$ cat config.mk
export PLATFORM = sky130hd
export DESIGN_NAME = light_override_port
export DESIGN_NICKNAME = d
export VERILOG_FILES = /design/src/rtl/light_override_port_pkg.sv /design/src/rtl/dbg_sync_edge.sv /design/src/rtl/light_override_port.sv
export SDC_FILE = /design/constraint.sdc
export NUM_CORES = 1
export LEC_CHECK = 0
export BUFFER_PORTS_ARGS = -buffer_cell sky130_fd_sc_hd__buf_2
export CORE_UTILIZATION = 55
export DETAILED_ROUTE_END_ITERATION = 8
export PLACE_DENSITY = 0.73
export SLEW_MARGIN = 20
export SYNTH_ARGS = -nofsm -noshare
export SYNTH_HDL_FRONTEND = slang
export SYNTH_SLANG_ARGS = --single-unit
export TNS_END_PERCENT = 100
$ cat constraint.sdc
create_clock -name I_clk -period 2 [get_ports I_clk]
set_clock_uncertainty 0.2 [all_clocks]
set_input_delay 0 -clock I_clk [delete_from_list [all_inputs] [get_ports I_clk]]
set_output_delay 0 -clock I_clk [all_outputs]
set_load 0.05 [all_outputs]
$ cat src/rtl/light_override_port_pkg.sv
// ---------------------------------------------------------------------------
// light_override_port_pkg
// Shared light-path definitions: default brightness width, debug frame
// length, bit-counter width, the debug FSM state encoding and a saturating
// increment helper used by the frame bit counter.
// ---------------------------------------------------------------------------
package light_override_port_pkg;

  localparam int LIGHT_W_DEF = 15;
  localparam int FRAME_LEN   = 16;
  localparam int CNT_W       = 5;

  typedef enum logic [1:0] {
    ST_IDLE  = 2'd0,
    ST_SHIFT = 2'd1,
    ST_DONE  = 2'd2
  } state_e;

  // Counter sticks at all-ones so oversized frames can never wrap back to 16.
  function automatic logic [CNT_W-1:0] sat_inc(input logic [CNT_W-1:0] v);
    return (v == '1) ? v : v + 1'b1;
  endfunction

endpackage

$ cat src/rtl/dbg_sync_edge.sv
// ---------------------------------------------------------------------------
// dbg_sync_edge
// Multi-flop synchronizer for one asynchronous debug line plus rising and
// falling edge detection on the synchronized level.
//   clk_i    : system clock
//   rst_ni   : synchronous active-low reset
//   async_i  : asynchronous input line
//   rise_o   : one-cycle pulse on a synchronized 0->1 transition
//   fall_o   : one-cycle pulse on a synchronized 1->0 transition
// Edges are suppressed until the chain has been refilled with real samples
// after reset, so a line that is already away from its idle level when reset
// releases is not mistaken for a fresh transition.
// ---------------------------------------------------------------------------
module dbg_sync_edge
  import light_override_port_pkg::*;
#(
  parameter int   STAGES   = 2,
  parameter logic IDLE_VAL = 1'b0
) (
  input  logic clk_i,
  input  logic rst_ni,
  input  logic async_i,
  output logic rise_o,
  output logic fall_o
);

  logic [STAGES-1:0] sync_q;
  logic              prev_q;
  logic [STAGES:0]   vld_q;
  logic              level;
  logic              valid;

  // Synchronizer chain, previous-level register and post-reset settle tracker.
  always_ff @(posedge clk_i) begin
    if (!rst_ni) begin
      sync_q <= {STAGES{IDLE_VAL}};
      prev_q <= IDLE_VAL;
      vld_q  <= '0;
    end else begin
      sync_q <= (sync_q << 1) | STAGES'(async_i);
      prev_q <= level;
      vld_q  <= {vld_q[STAGES-1:0], 1'b1};
    end
  end

  assign level  = sync_q[STAGES-1];
  assign valid  = vld_q[STAGES];
  assign rise_o = valid & level & ~prev_q;
  assign fall_o = valid & ~level & prev_q;

endmodule

$ cat src/rtl/light_override_port.sv
// ---------------------------------------------------------------------------
// light_override_port
// Debug override port sitting between the gray generator and the PWM driver.
// A host shifts a 16-bit frame in over an asynchronous serial link
// ({enable, value[14:0]}); a complete frame becomes pending and is applied at
// the next frame_start pulse. During every frame the current
// {override_active, light_temp} word is shifted back out on sdo.
//   I_clk, I_rst_n        : system clock, synchronous active-low reset
//   I_dbg_sclk/csn/sdi    : asynchronous debug serial inputs
//   O_dbg_sdo             : serial readback, MSB first
//   I_light_temp          : brightness word from the gray generator
//   I_frame_start         : override apply point
//   O_light_temp          : registered brightness word to the PWM driver
//   O_override_active     : override currently applied
//   O_cmd_err             : one-cycle pulse on a frame of the wrong length
// ---------------------------------------------------------------------------
module light_override_port
  import light_override_port_pkg::*;
#(
  parameter int LIGHT_W     = LIGHT_W_DEF,
  parameter int SYNC_STAGES = 2
) (
  input  logic               I_clk,
  input  logic               I_rst_n,
  input  logic               I_dbg_sclk,
  input  logic               I_dbg_csn,
  input  logic               I_dbg_sdi,
  output logic               O_dbg_sdo,
  input  logic [LIGHT_W-1:0] I_light_temp,
  input  logic               I_frame_start,
  output logic [LIGHT_W-1:0] O_light_temp,
  output logic               O_override_active,
  output logic               O_cmd_err
);

  state_e                 state_q, state_d;
  logic [CNT_W-1:0]       cnt_q, cnt_d;
  logic [FRAME_LEN-1:0]   shift_q, shift_d;
  logic [FRAME_LEN-1:0]   shadow_q, shadow_d;
  logic                   pending_q, pending_d;
  logic                   pend_en_q, pend_en_d;
  logic [LIGHT_W-1:0]     pend_val_q, pend_val_d;
  logic                   ovr_en_q, ovr_en_d;
  logic [LIGHT_W-1:0]     ovr_val_q, ovr_val_d;
  logic [LIGHT_W-1:0]     light_q, light_d;
  logic                   err_q, err_d;
  logic [SYNC_STAGES-1:0] sdi_sync_q;
  logic                   sdi_s;
  logic                   sclk_rise, sclk_fall;
  logic                   csn_rise, csn_fall;
  logic                   commit;

  dbg_sync_edge #(.STAGES(SYNC_STAGES), .IDLE_VAL(1'b0)) u_sclk_sync (
    .clk_i   (I_clk),
    .rst_ni  (I_rst_n),
    .async_i (I_dbg_sclk),
    .rise_o  (sclk_rise),
    .fall_o  (sclk_fall)
  );

  dbg_sync_edge #(.STAGES(SYNC_STAGES), .IDLE_VAL(1'b1)) u_csn_sync (
    .clk_i   (I_clk),
    .rst_ni  (I_rst_n),
    .async_i (I_dbg_csn),
    .rise_o  (csn_rise),
    .fall_o  (csn_fall)
  );

  // sdi needs only a level; same depth as sclk keeps data aligned to its edge.
  always_ff @(posedge I_clk) begin
    if (!I_rst_n) begin
      sdi_sync_q <= '0;
    end else begin
      sdi_sync_q <= (sdi_sync_q << 1) | SYNC_STAGES'(I_dbg_sdi);
    end
  end

  assign sdi_s = sdi_sync_q[SYNC_STAGES-1];

  // Frame FSM, pending buffer and override/apply logic.
  always_comb begin
    state_d    = state_q;
    cnt_d      = cnt_q;
    shift_d    = shift_q;
    shadow_d   = shadow_q;
    pending_d  = pending_q;
    pend_en_d  = pend_en_q;
    pend_val_d = pend_val_q;
    ovr_en_d   = ovr_en_q;
    ovr_val_d  = ovr_val_q;
    err_d      = 1'b0;
    commit     = 1'b0;

    case (state_q)
      ST_IDLE: begin
        if (csn_fall) begin
          state_d  = ST_SHIFT;
          cnt_d    = '0;
          shift_d  = '0;
          shadow_d = FRAME_LEN'({ovr_en_q, I_light_temp});
        end
      end
      ST_SHIFT: begin
        if (sclk_rise) begin
          shift_d = {shift_q[FRAME_LEN-2:0], sdi_s};
          cnt_d   = sat_inc(cnt_q);
        end
        if (sclk_fall) begin
          shadow_d = shadow_q << 1;
        end
        if (csn_rise) begin
          state_d = ST_DONE;
        end
      end
      ST_DONE: begin
        state_d = ST_IDLE;
        if (cnt_q == CNT_W'(FRAME_LEN)) begin
          commit = 1'b1;
        end else begin
          err_d = 1'b1;
        end
      end
      default: state_d = ST_IDLE;
    endcase

    // Apply uses the old pending contents, so a same-cycle commit waits a frame.
    if (I_frame_start && pending_q) begin
      ovr_en_d  = pend_en_q;
      ovr_val_d = pend_val_q;
      pending_d = 1'b0;
    end
    if (commit) begin
      pending_d  = 1'b1;
      pend_en_d  = shift_q[FRAME_LEN-1];
      pend_val_d = shift_q[LIGHT_W-1:0];
    end

    light_d = ovr_en_d ? ovr_val_d : I_light_temp;
  end

  // State registers.
  always_ff @(posedge I_clk) begin
    if (!I_rst_n) begin
      state_q    <= ST_IDLE;
      cnt_q      <= '0;
      shift_q    <= '0;
      shadow_q   <= '0;
      pending_q  <= 1'b0;
      pend_en_q  <= 1'b0;
      pend_val_q <= '0;
      ovr_en_q   <= 1'b0;
      ovr_val_q  <= '0;
      light_q    <= '0;
      err_q      <= 1'b0;
    end else begin
      state_q    <= state_d;
      cnt_q      <= cnt_d;
      shift_q    <= shift_d;
      shadow_q   <= shadow_d;
      pending_q  <= pending_d;
      pend_en_q  <= pend_en_d;
      pend_val_q <= pend_val_d;
      ovr_en_q   <= ovr_en_d;
      ovr_val_q  <= ovr_val_d;
      light_q    <= light_d;
      err_q      <= err_d;
    end
  end

  assign O_dbg_sdo         = (state_q == ST_SHIFT) & shadow_q[FRAME_LEN-1];
  assign O_light_temp      = light_q;
  assign O_override_active = ovr_en_q;
  assign O_cmd_err         = err_q;

endmodule

==> results of run 1 <==
state kept, by name, indices dropped and copies added, names as in the netlist:
signal	flops
ovr_val_q	15
shift_q	16
u_sclk_sync.sync_q	2
u_csn_sync.vld_q	3
pend_en_q	1
state_q	2
O_override_active	1
u_csn_sync.prev_q	1
u_csn_sync.sync_q	2
O_light_temp	15
cnt_q	5
pending_q	1
shadow_q	16
pend_val_q	15
O_cmd_err	1
u_sclk_sync.prev_q	1
sdi_sync_q	2
cell type report:
type                       instances  area, sq um
fill                             536         2170
timing repair buffer              76          568
sequential                        99         1980
multi-input combinational        260         1790
inverter                           7         26.3
tap                               96          120
clock inverter                     2         60.1
clock buffer                      12          155
logic make-up (layout without fill, tap and decap cells):
group                      after synthesis  count (layout)
and+or+nand+nor                        164             164
DFF                                     99              99
AOI/OAI and AO/OA                       61              61
buffers and inverters                   39              97
muxes                                   32              32
adders and majority gates                3               3
cell usage in the layout, fill, tap and decap left out, drive strengths merged, types with 2 or more instances in the layout:
master       netlist  final
o22ai              4      4
nand4b            17     17
ha                 3      3
nand2b             5      5
mux2i             31     31
nand3             17     17
o21ai              2      2
and2              10     10
o32ai              2      2
buf               16     54
nand2             41     41
a211oi            16     16
inv                7      7
nand3b             3      3
a21oi             19     19
a22oi              2      2
dlygate4sd3        0     22
a311oi            14     14
clkbuf            16     12
dfxtp             99     99
bufinv             0      2
nor2              46     46
nor2b             17     17
how the worst max path moves through the flow:
stage,start,to,slack [ns],cells after the start
after floorplan,cnt_q[0],pend_en_q,0.20,8
final,cnt_q[0],pend_val_q[8],0.18,7
after global routing,cnt_q[0],pend_val_q[8],0.04,7
after global placement,state_q[0],shadow_q[12],0.25,4
after CTS,state_q[0],O_dbg_sdo,0.09,4
after detailed placement,state_q[0],shift_q[8],0.15,5
routing by layer:
layer | wire length [um] | up-vias | global-route usage
li1 | - | 1497 | -
met1 | 3700 | 1425 | 0.282
met2 | 3830 | 55 | 0.383
met3 | 278 | 14 | 0.0588
met4 | 180 | 0 | 0.0803
met5 | 0 | - | 0
stage by stage:
step | hold WS (ns) | cell area [sq um] | utilization | std cells
5_1_grt | 0.201 | 4700 | 0.684 | 552
2_1_floorplan | -0.172 | 3960 | - | 398
3_3_place_gp | -0.0172 | 4240 | 0.618 | 514
4_1_cts | 0.186 | 4690 | 0.682 | 550
3_5_place_dp | -0.0123 | 4240 | 0.618 | 514
6_report | 0.207 | 4700 | 0.684 | 552
power by group through the flow:
| stage | sequential (mW) | combinational (mW) | clock, mW |
|---|---|---|---|
| 2_1_floorplan | 2.12 | 0.120 | 0 |
| 3_3_place_gp | 2.06 | 0.254 | 0 |
| 3_5_place_dp | 2.06 | 0.256 | 0 |
| 4_1_cts | 2.02 | 0.291 | 1.41 |
| 5_1_grt | 2.02 | 0.318 | 1.48 |
| 6_report | 2.02 | 0.298 | 1.37 |
timing repair:
action / 4_1_cts / 5_1_grt
endpoints found under the setup margin: 1 / 1
gates resized for setup: 2 / 0
setup buffers: 0 / 2
hold buffers: 22 / 0
endpoints found under the hold margin: 72 / 0
worst max-delay path, stage by stage, from the launching register on:
cell      delay [ns]
dfxtp_1         0.38
inv_1           0.07
ha_1            0.19
and4bb_2        0.23
nand3b_1        0.13
buf_12          0.18
mux2i_1         0.25
nor2b_1         0.08
==> impl_metrics.env, run 1 <==
export IMPL_core_area_sq_um=6870
export IMPL_synthFlopType="dfxtp_1"
export IMPL_cap_violations=0
export IMPL_preCtsSetupSlack_ns=0.151
export IMPL_yosysWarnings=0
export IMPL_dieArea_sq_um=7550
export IMPL_synth_area_per_cell_sq_um=9.96
export IMPL_yosys_area_share_adder=0.00947
export IMPL_drcViolationCount=0
export IMPL_worst_slack_ns=0.176
export IMPL_netlist_instances=398
export IMPL_p_comb_frac=0.081
export IMPL_cp_start_kind="register"
export IMPL_die_w_um=86.9
export IMPL_maxSlewHeadroom=0.559
export IMPL_rsz0062_at_grt="no"
export IMPL_crit_arrival_ns=1.86
export IMPL_synth_compound_area_frac=0.135
export IMPL_die_y_um=86.9
export IMPL_grtUsageTotal=0.227
export IMPL_worst_slew_pin_slew_ns=0.661
export IMPL_p_leak_nw=1.98
export IMPL_yosysSeqAreaShare=0.500
export IMPL_p_sw_mw=0.814
export IMPL_reg2reg_slack_ns=0.18
export IMPL_required_ns=2.04
export IMPL_worstHoldEndpoint="sdi_sync_q[0]"
export IMPL_power_mw=3.69
export IMPL_clk_pin_slew_worst_paths_ns=0.09
export IMPL_synthToLayoutAreaGrowth_pct=18.6
export IMPL_ys_async_sr_fraction=0
export IMPL_synth_top_area_frac=0.500
export IMPL_drt_initial_drc_count=111
export IMPL_insertion_delay_ns=0.35
export IMPL_p_int_mw=2.87
export IMPL_swShare=0.221
export IMPL_timing_fmax_mhz=548
export IMPL_antenna_found_initial=0
export IMPL_synth_edf_count=0
export IMPL_r2r_end="pend_val_q[8]"
export IMPL_initial_core_util=0.577
export IMPL_synth_xor_area_share=0
export IMPL_grt_max_degree=40
export IMPL_layout_drive_gt1_share=0.200
export IMPL_muxShareOfSynthArea=0.0811
export IMPL_hold_class="input port to register"
export IMPL_worstReg2RegStart="cnt_q[0]"
export IMPL_synthesis_nets=422
export IMPL_wl_per_cell_um=14.5
export IMPL_yosysTopAreaCell="dfxtp_1"
export IMPL_cts_buffers=9
export IMPL_cts_path_max_buffers=2
export IMPL_cts_sinks=99
export IMPL_vias=2991
export IMPL_dp_hpwl_um=5120
export IMPL_reg2reg_depth=7
export IMPL_yosys_top_cells_area="dfxtp_1 50%, mux2i_1 7.8%, a311oi_2 5.3%, nor2_1 4.4%, nand2_1 3.8%"
export IMPL_synth_area_sq_um=3960
export IMPL_yosys_top_cells_count="99 x dfxtp_1, 46 x nor2_1, 40 x nand2_1"
export IMPL_cts_tree="done"
export IMPL_clockPowerShare=0.372
export IMPL_status="finished, final reports clean"
export IMPL_first_pass_iters=4
export IMPL_synth_top_family_by_area="simple AND/OR/NAND/NOR gates"
export IMPL_grt_overflow_total=0
export IMPL_ant_nets=0
export IMPL_gp_congestion=0.775
export IMPL_crit_fanout=17
export IMPL_pin_count=39
export IMPL_power_frac_seq=0.547
export IMPL_num_antenna_cells=0
export IMPL_hold_viol_final=0
export IMPL_max_vdd_ir_drop_mv=0.401
export IMPL_row_count=30
export IMPL_min_period_over_period=0.912
export IMPL_final_nets=477
export IMPL_power_density_nw_per_um2=784
export IMPL_fin_tns_setup_ns=0
export IMPL_period_needed_ns=1.82
export IMPL_finalSetupViolations=0
export IMPL_synthSimpleGateAreaFrac=0.224
export IMPL_hold_depth=3
export IMPL_vias_per_cell=5.42
export IMPL_io_buffers=38
export IMPL_totalWireLength_um=7990
export IMPL_synth_seq_cells=99
export IMPL_holdCritStartpoint="I_dbg_sdi"
export IMPL_synth_most_common_cell="dfxtp_1"
export IMPL_criticalPathCategory="register to register"
export IMPL_end_kind="register"
export IMPL_first_global_vias=2798
export IMPL_htreeDepth=3
export IMPL_slew_violations=0
export IMPL_grt_pass1_wl_um=13200
export IMPL_synth_cell_types=39
export IMPL_root_buffer="clkbuf_8"
Power figures use the tool's default switching activity.
==> run 2, diff against run 1 <==
--- a/config.mk
+++ b/config.mk
@@ -5,6 +5,7 @@
 export SDC_FILE = /design/constraint.sdc
 export NUM_CORES = 1
 export LEC_CHECK = 0
+export ABC_AREA = 1
 export BUFFER_PORTS_ARGS = -buffer_cell sky130_fd_sc_hd__buf_2
 export CORE_UTILIZATION = 55
 export DETAILED_ROUTE_END_ITERATION = 8
==> impl_metrics.env, run 2 <==
export IMPL_reg2reg_slack_ns=0.19
export IMPL_insertion_delay_ns=0.36
export IMPL_die_y_um=86.0
export IMPL_criticalPathCategory="register to output pin"
export IMPL_yosys_top_cells_area="dfxtp_1 51%, nand2_1 10%, nand3_1 7.2%, nor2_1 6.8%, a21oi_1 5.2%"
export IMPL_grt_pass1_wl_um=13700
export IMPL_initial_core_util=0.572
export IMPL_crit_arrival_ns=1.65
export IMPL_synth_cell_types=29
export IMPL_worstReg2RegStart="cnt_q[0]"
export IMPL_preCtsSetupSlack_ns=0.217
export IMPL_gp_congestion=0.772
export IMPL_grt_max_degree=70
export IMPL_timing_fmax_mhz=539
export IMPL_dieArea_sq_um=7400
export IMPL_row_count=30
export IMPL_p_leak_nw=1.99
export IMPL_required_ns=1.80
export IMPL_slew_violations=0
export IMPL_synthToLayoutAreaGrowth_pct=18.4
export IMPL_crit_path_start="state_q[0]"
export IMPL_fin_tns_setup_ns=0
export IMPL_yosysWarnings=0
export IMPL_die_w_um=86.0
export IMPL_power_density_nw_per_um2=796
export IMPL_maxSlewHeadroom=0.668
export IMPL_yosysTopAreaCell="dfxtp_1"
export IMPL_yosysSeqAreaShare=0.510
export IMPL_core_area_sq_um=6790
export IMPL_top_regs="shadow_q: 16 flops, shift_q: 16 flops"
export IMPL_synth_area_sq_um=3880
export IMPL_final_nets=585
export IMPL_synthesis_nets=531
export IMPL_layout_drive_gt1_share=0.148
export IMPL_totalWireLength_um=8000
export IMPL_grt_overflow_total=0
export IMPL_hold_depth=3
export IMPL_grtUsageTotal=0.234
export IMPL_clk_pin_slew_worst_paths_ns=0.09
export IMPL_hold_viol_final=0
export IMPL_pin_count=39
export IMPL_synth_edf_count=0
export IMPL_synth_seq_cells=99
export IMPL_first_pass_iters=4
export IMPL_holdCritStartpoint="I_dbg_csn"
export IMPL_vias_per_cell=5.09
export IMPL_worst_slew_pin_slew_ns=0.498
export IMPL_cts_tree="done"
export IMPL_reg2reg_depth=9
export IMPL_rsz0062_at_grt="no"
export IMPL_final_common_cell="nand2_1"
export IMPL_end_kind="output pin"
export IMPL_crit_fanout=21
export IMPL_io_buffers=38
export IMPL_max_stage_delay_ns=0.40
export IMPL_vias=3372
export IMPL_cts_buffers=9
export IMPL_status="finished, final reports clean"
export IMPL_yosys_top_cells_count="104 x nand2_1, 99 x dfxtp_1, 70 x nor2_1"
export IMPL_antenna_found_initial=0
export IMPL_cts_path_max_buffers=2
export IMPL_ys_async_sr_fraction=0
export IMPL_root_buffer="clkbuf_8"
export IMPL_min_period_over_period=0.927
export IMPL_worst_slack_ns=0.146
export IMPL_hold_class="input port to register"
export IMPL_crit_chain="inv_2 -> nor2_4 -> buf_6 -> inv_4 -> nor2_1 -> clkbuf_4"
export IMPL_max_vdd_ir_drop_mv=0.447
export IMPL_num_antenna_cells=0
export IMPL_final_cell_mix="104 x nand2_1, 98 x dfxtp_1, 70 x nor2_1, 56 x nand3_1, 40 x a21oi_1"
export IMPL_finalSetupViolations=0
export IMPL_dp_hpwl_um=5040
export IMPL_worstHoldEndpoint="u_csn_sync.sync_q[0]"
export IMPL_slowest_stage="dfxtp_2"
export IMPL_synth_most_common_cell="nand2_1"
export IMPL_synthFlopType="dfxtp_1"
export IMPL_critical_path_top_delay_family="buffers and inverters"
export IMPL_netlist_instances=507
export IMPL_drcViolationCount=0
export IMPL_synth_area_per_cell_sq_um=7.66
export IMPL_r2r_end="cnt_q[3]"
export IMPL_crit_buf_inv=4
export IMPL_cp_start_kind="register"
export IMPL_drt_initial_drc_count=217
export IMPL_period_needed_ns=1.85
export IMPL_cts_sinks=99
export IMPL_synth_top_area_frac=0.510
export IMPL_ant_nets=0
export IMPL_wl_per_cell_um=12.1
export IMPL_htreeDepth=3
export IMPL_cap_violations=0
export IMPL_first_global_vias=3002
run 2: changes by cell type in the layout (fill, tap and decap cells not counted), sizes merged, moves of 28 or more:
cell / change
nor2: +28
inv: +33
nand3: +41
o21ai: +29
nand2: +67
mux2i: -31
run 2: repair_timing:
item / CTS / global route
setup endpoints to repair: 1 / 1
gates cloned: 0 / 0
hold endpoints to repair: 75 / 0
buffers inserted: 0 / 0
gates resized for setup: 1 / 2
hold buffers: 22 / 0
run 2: kinds of logic after synthesis:
logic type / after synthesis / share of synthesized area
compound gates: 86 / 0.120
fa+ha+maj: 3 / 0.00967
buf+inv: 71 / 0.0828
flops: 99 / 0.510
simple gates: 248 / 0.277
run 2: how the worst max path moves through the flow:
| stage | to | cells after the start |
|---|---|---|
| finish | O_dbg_sdo | 6 |
| floorplan | O_dbg_sdo | 6 |
| detailed placement | cnt_q[3] | 9 |
| CTS | O_dbg_sdo | 6 |
| global route | cnt_q[3] | 9 |
| global placement | cnt_q[3] | 8 |
run 2: power by group:
group	internal, mW	switching [mW]	total (mW)
clock	0.738	0.663	1.40
sequential	2.00	0.0135	2.02
combinational	0.0888	0.154	0.243
total	2.83	0.830	3.66
run 2: stage by stage:
step / hold WS [ns] / cells / cell area, sq um / power [mW] / util
6_report: 0.168 / 662 / 4600 / 3.66 / 0.677
5_1_grt: 0.193 / 662 / 4600 / 3.81 / 0.677
4_1_cts: 0.156 / 662 / 4590 / 3.70 / 0.676
3_5_place_dp: -0.00862 / 624 / 4140 / 2.27 / 0.610
3_3_place_gp: -0.0129 / 624 / 4140 / 2.27 / 0.610
2_1_floorplan: -0.172 / 507 / 3880 / 2.21 / -
run 2: routing by layer:
layer / track usage / vias to the layer above / part of all wire
li1: - / 1742 / -
met3: 0.0616 / 11 / 0.033
met5: 0 / - / 0
met1: 0.311 / 1554 / 0.49
met2: 0.379 / 65 / 0.46
met4: 0.0591 / 0 / 0.013
run 2: worst min-delay path: cells and delay by family:
kind                   cells  cell delay, ns
buffers and inverters      2            0.61
and+or+nand+nor            1            0.09
run 2: area by class of cell:
type,instances,area (sq um)
Clock buffer,10,138
Clock inverter,6,88.8
Fill cell,583,2200
Inverter,41,156
Multi-Input combinational cell,337,1580
Sequential cell,99,1980
Tap cell,96,120
Timing Repair Buffer,73,527
==> run 3, diff against run 2 <==
--- a/config.mk
+++ b/config.mk
@@ -7,6 +7,7 @@
 export LEC_CHECK = 0
 export ABC_AREA = 1
 export BUFFER_PORTS_ARGS = -buffer_cell sky130_fd_sc_hd__buf_2
+export CORE_MARGIN = 2
 export CORE_UTILIZATION = 55
 export DETAILED_ROUTE_END_ITERATION = 8
 export PLACE_DENSITY = 0.73
==> impl_metrics.env, run 3 (synthesized netlist as in run 2, its figures left out) <==
export IMPL_status="finished, final reports clean"
export IMPL_criticalPathCategory="register to output pin"
export IMPL_worst_slew_pin_slew_ns=0.491
export IMPL_antenna_found_initial=0
export IMPL_required_ns=1.80
export IMPL_slowest_stage="dfxtp_1"
export IMPL_grt_max_degree=63
export IMPL_holdCritStartpoint="u_csn_sync.sync_q[0]"
export IMPL_clk_pin_slew_worst_paths_ns=0.09
export IMPL_hold_viol_final=0
export IMPL_totalWireLength_um=8320
export IMPL_synthToLayoutAreaGrowth_pct=18.8
export IMPL_vias=3442
export IMPL_clockPowerShare=0.395
export IMPL_fin_tns_setup_ns=0
export IMPL_power_frac_seq=0.540
export IMPL_multi_input_area_sq_um=1580
export IMPL_crit_chain="inv_2 -> nor2_4 -> buf_4 -> inv_4 -> nor2_1 -> buf_2"
export IMPL_gp_congestion=0.760
export IMPL_first_pass_iters=4
export IMPL_root_buffer="clkbuf_8"
export IMPL_p_sw_mw=0.821
export IMPL_htreeDepth=3
export IMPL_slew_violations=0
export IMPL_insertion_delay_ns=0.36
export IMPL_dieArea_sq_um=7750
export IMPL_num_antenna_cells=0
export IMPL_crit_arrival_ns=1.64
export IMPL_finalInstanceArea_sq_um=4620
export IMPL_vias_per_cell=5.20
export IMPL_worstReg2RegStart="cnt_q[0]"
export IMPL_crit_path_start="state_q[0]"
export IMPL_placed_area_sq_um=4160
export IMPL_min_period_over_period=0.920
export IMPL_p_leak_nw=2.00
export IMPL_drt_initial_drc_count=180
export IMPL_cp_start_kind="register"
export IMPL_ant_nets=0
export IMPL_p_comb_frac=0.066
export IMPL_drcViolationCount=0
export IMPL_maxSlewHeadroom=0.672
export IMPL_cts_hold_buffers=23
export IMPL_cts_tree="done"
export IMPL_power_density_nw_per_um2=809
export IMPL_cts_path_max_buffers=2
export IMPL_final_common_cell="nand2_1"
export IMPL_final_nets=586
export IMPL_crit_buf_inv=4
export IMPL_max_stage_delay_ns=0.45
export IMPL_initial_core_util=0.568
export IMPL_critical_path_top_delay_family="buffers and inverters"
export IMPL_cts_buffers=9
export IMPL_grtUsageTotal=0.223
export IMPL_crit_fanout=19
export IMPL_pin_count=39
export IMPL_die_y_um=88.0
export IMPL_die_w_um=88.0
export IMPL_cts_sinks=99
export IMPL_rsz0062_at_grt="no"
export IMPL_end_kind="output pin"
export IMPL_grt_pass1_wl_um=13500
export IMPL_first_global_vias=2901
export IMPL_final_cell_mix="104 x nand2_1, 99 x dfxtp_1, 70 x nor2_1, 56 x nand3_1, 40 x a21oi_1"
export IMPL_row_count=30
export IMPL_post_cts_resized=0
export IMPL_final_seq_area_sq_um=1980
export IMPL_post_cts_buffers=0
export IMPL_grt_overflow_total=0
export IMPL_period_needed_ns=1.84
export IMPL_fill_cells=606
export IMPL_wl_per_cell_um=12.6
export IMPL_p_int_mw=2.91
export IMPL_core_area_sq_um=6830
export IMPL_timing_fmax_mhz=544
export IMPL_hold_class="register to register"
export IMPL_layout_drive_gt1_share=0.143
export IMPL_max_vdd_ir_drop_mv=0.359
export IMPL_finalSetupViolations=0
export IMPL_io_buffers=38
export IMPL_swShare=0.220
export IMPL_top_regs="shadow_q: 16 flops, shift_q: 16 flops"
export IMPL_cap_violations=0
export IMPL_dp_hpwl_um=5220
run 3: area by class of cell:
| cell class | instances | area share |
|---|---|---|
| Sequential cell | 99 | 0.429 |
| Multi-Input combinational cell | 337 | 0.343 |
| Timing Repair Buffer | 74 | 0.118 |
| Inverter | 41 | 0.0339 |
| Clock buffer | 10 | 0.0276 |
| Tap cell | 96 | 0.0260 |
| Clock inverter | 5 | 0.0222 |
run 3: path summary, 6_finish.rpt:
check,cells past startpoint,to,slack (ns)
setup / recovery,6,O_dbg_sdo,0.16
hold / removal,1,u_csn_sync.sync_q[1],0.22
setup reg to reg,8,cnt_q[0],0.17
hold reg to reg,1,u_csn_sync.sync_q[1],0.22
run 3: layer usage:
| layer | track usage | vias to the layer above | routed length, um |
|---|---|---|---|
| li1 | - | 1755 | - |
| met1 | 0.314 | 1588 | 4060 |
| met2 | 0.346 | 89 | 3810 |
| met3 | 0.0339 | 10 | 343 |
| met4 | 0.0882 | 0 | 116 |
| met5 | 0 | - | 0 |
run 3: metrics by stage:
step / worst slack, ns / hold WS [ns] / std cells / util / power (mW)
floorplan: 0.269 / -0.172 / 507 / - / 2.21
global placement: 0.276 / -0.0170 / 624 / 0.608 / 2.27
detailed placement: 0.212 / -0.0123 / 624 / 0.608 / 2.27
CTS: 0.149 / 0.223 / 662 / 0.676 / 3.75
global route: 0.0115 / 0.238 / 662 / 0.676 / 3.85
finish: 0.161 / 0.222 / 662 / 0.676 / 3.74
run 3: power by group through the flow:
stage | registers [mW] | logic (mW) | clock network, mW
final | 2.02 | 0.245 | 1.48
after global routing | 2.02 | 0.267 | 1.56
after CTS | 2.02 | 0.242 | 1.49
after detailed placement | 2.06 | 0.207 | 0
after global placement | 2.06 | 0.205 | 0
after floorplan | 2.12 | 0.0886 | 0
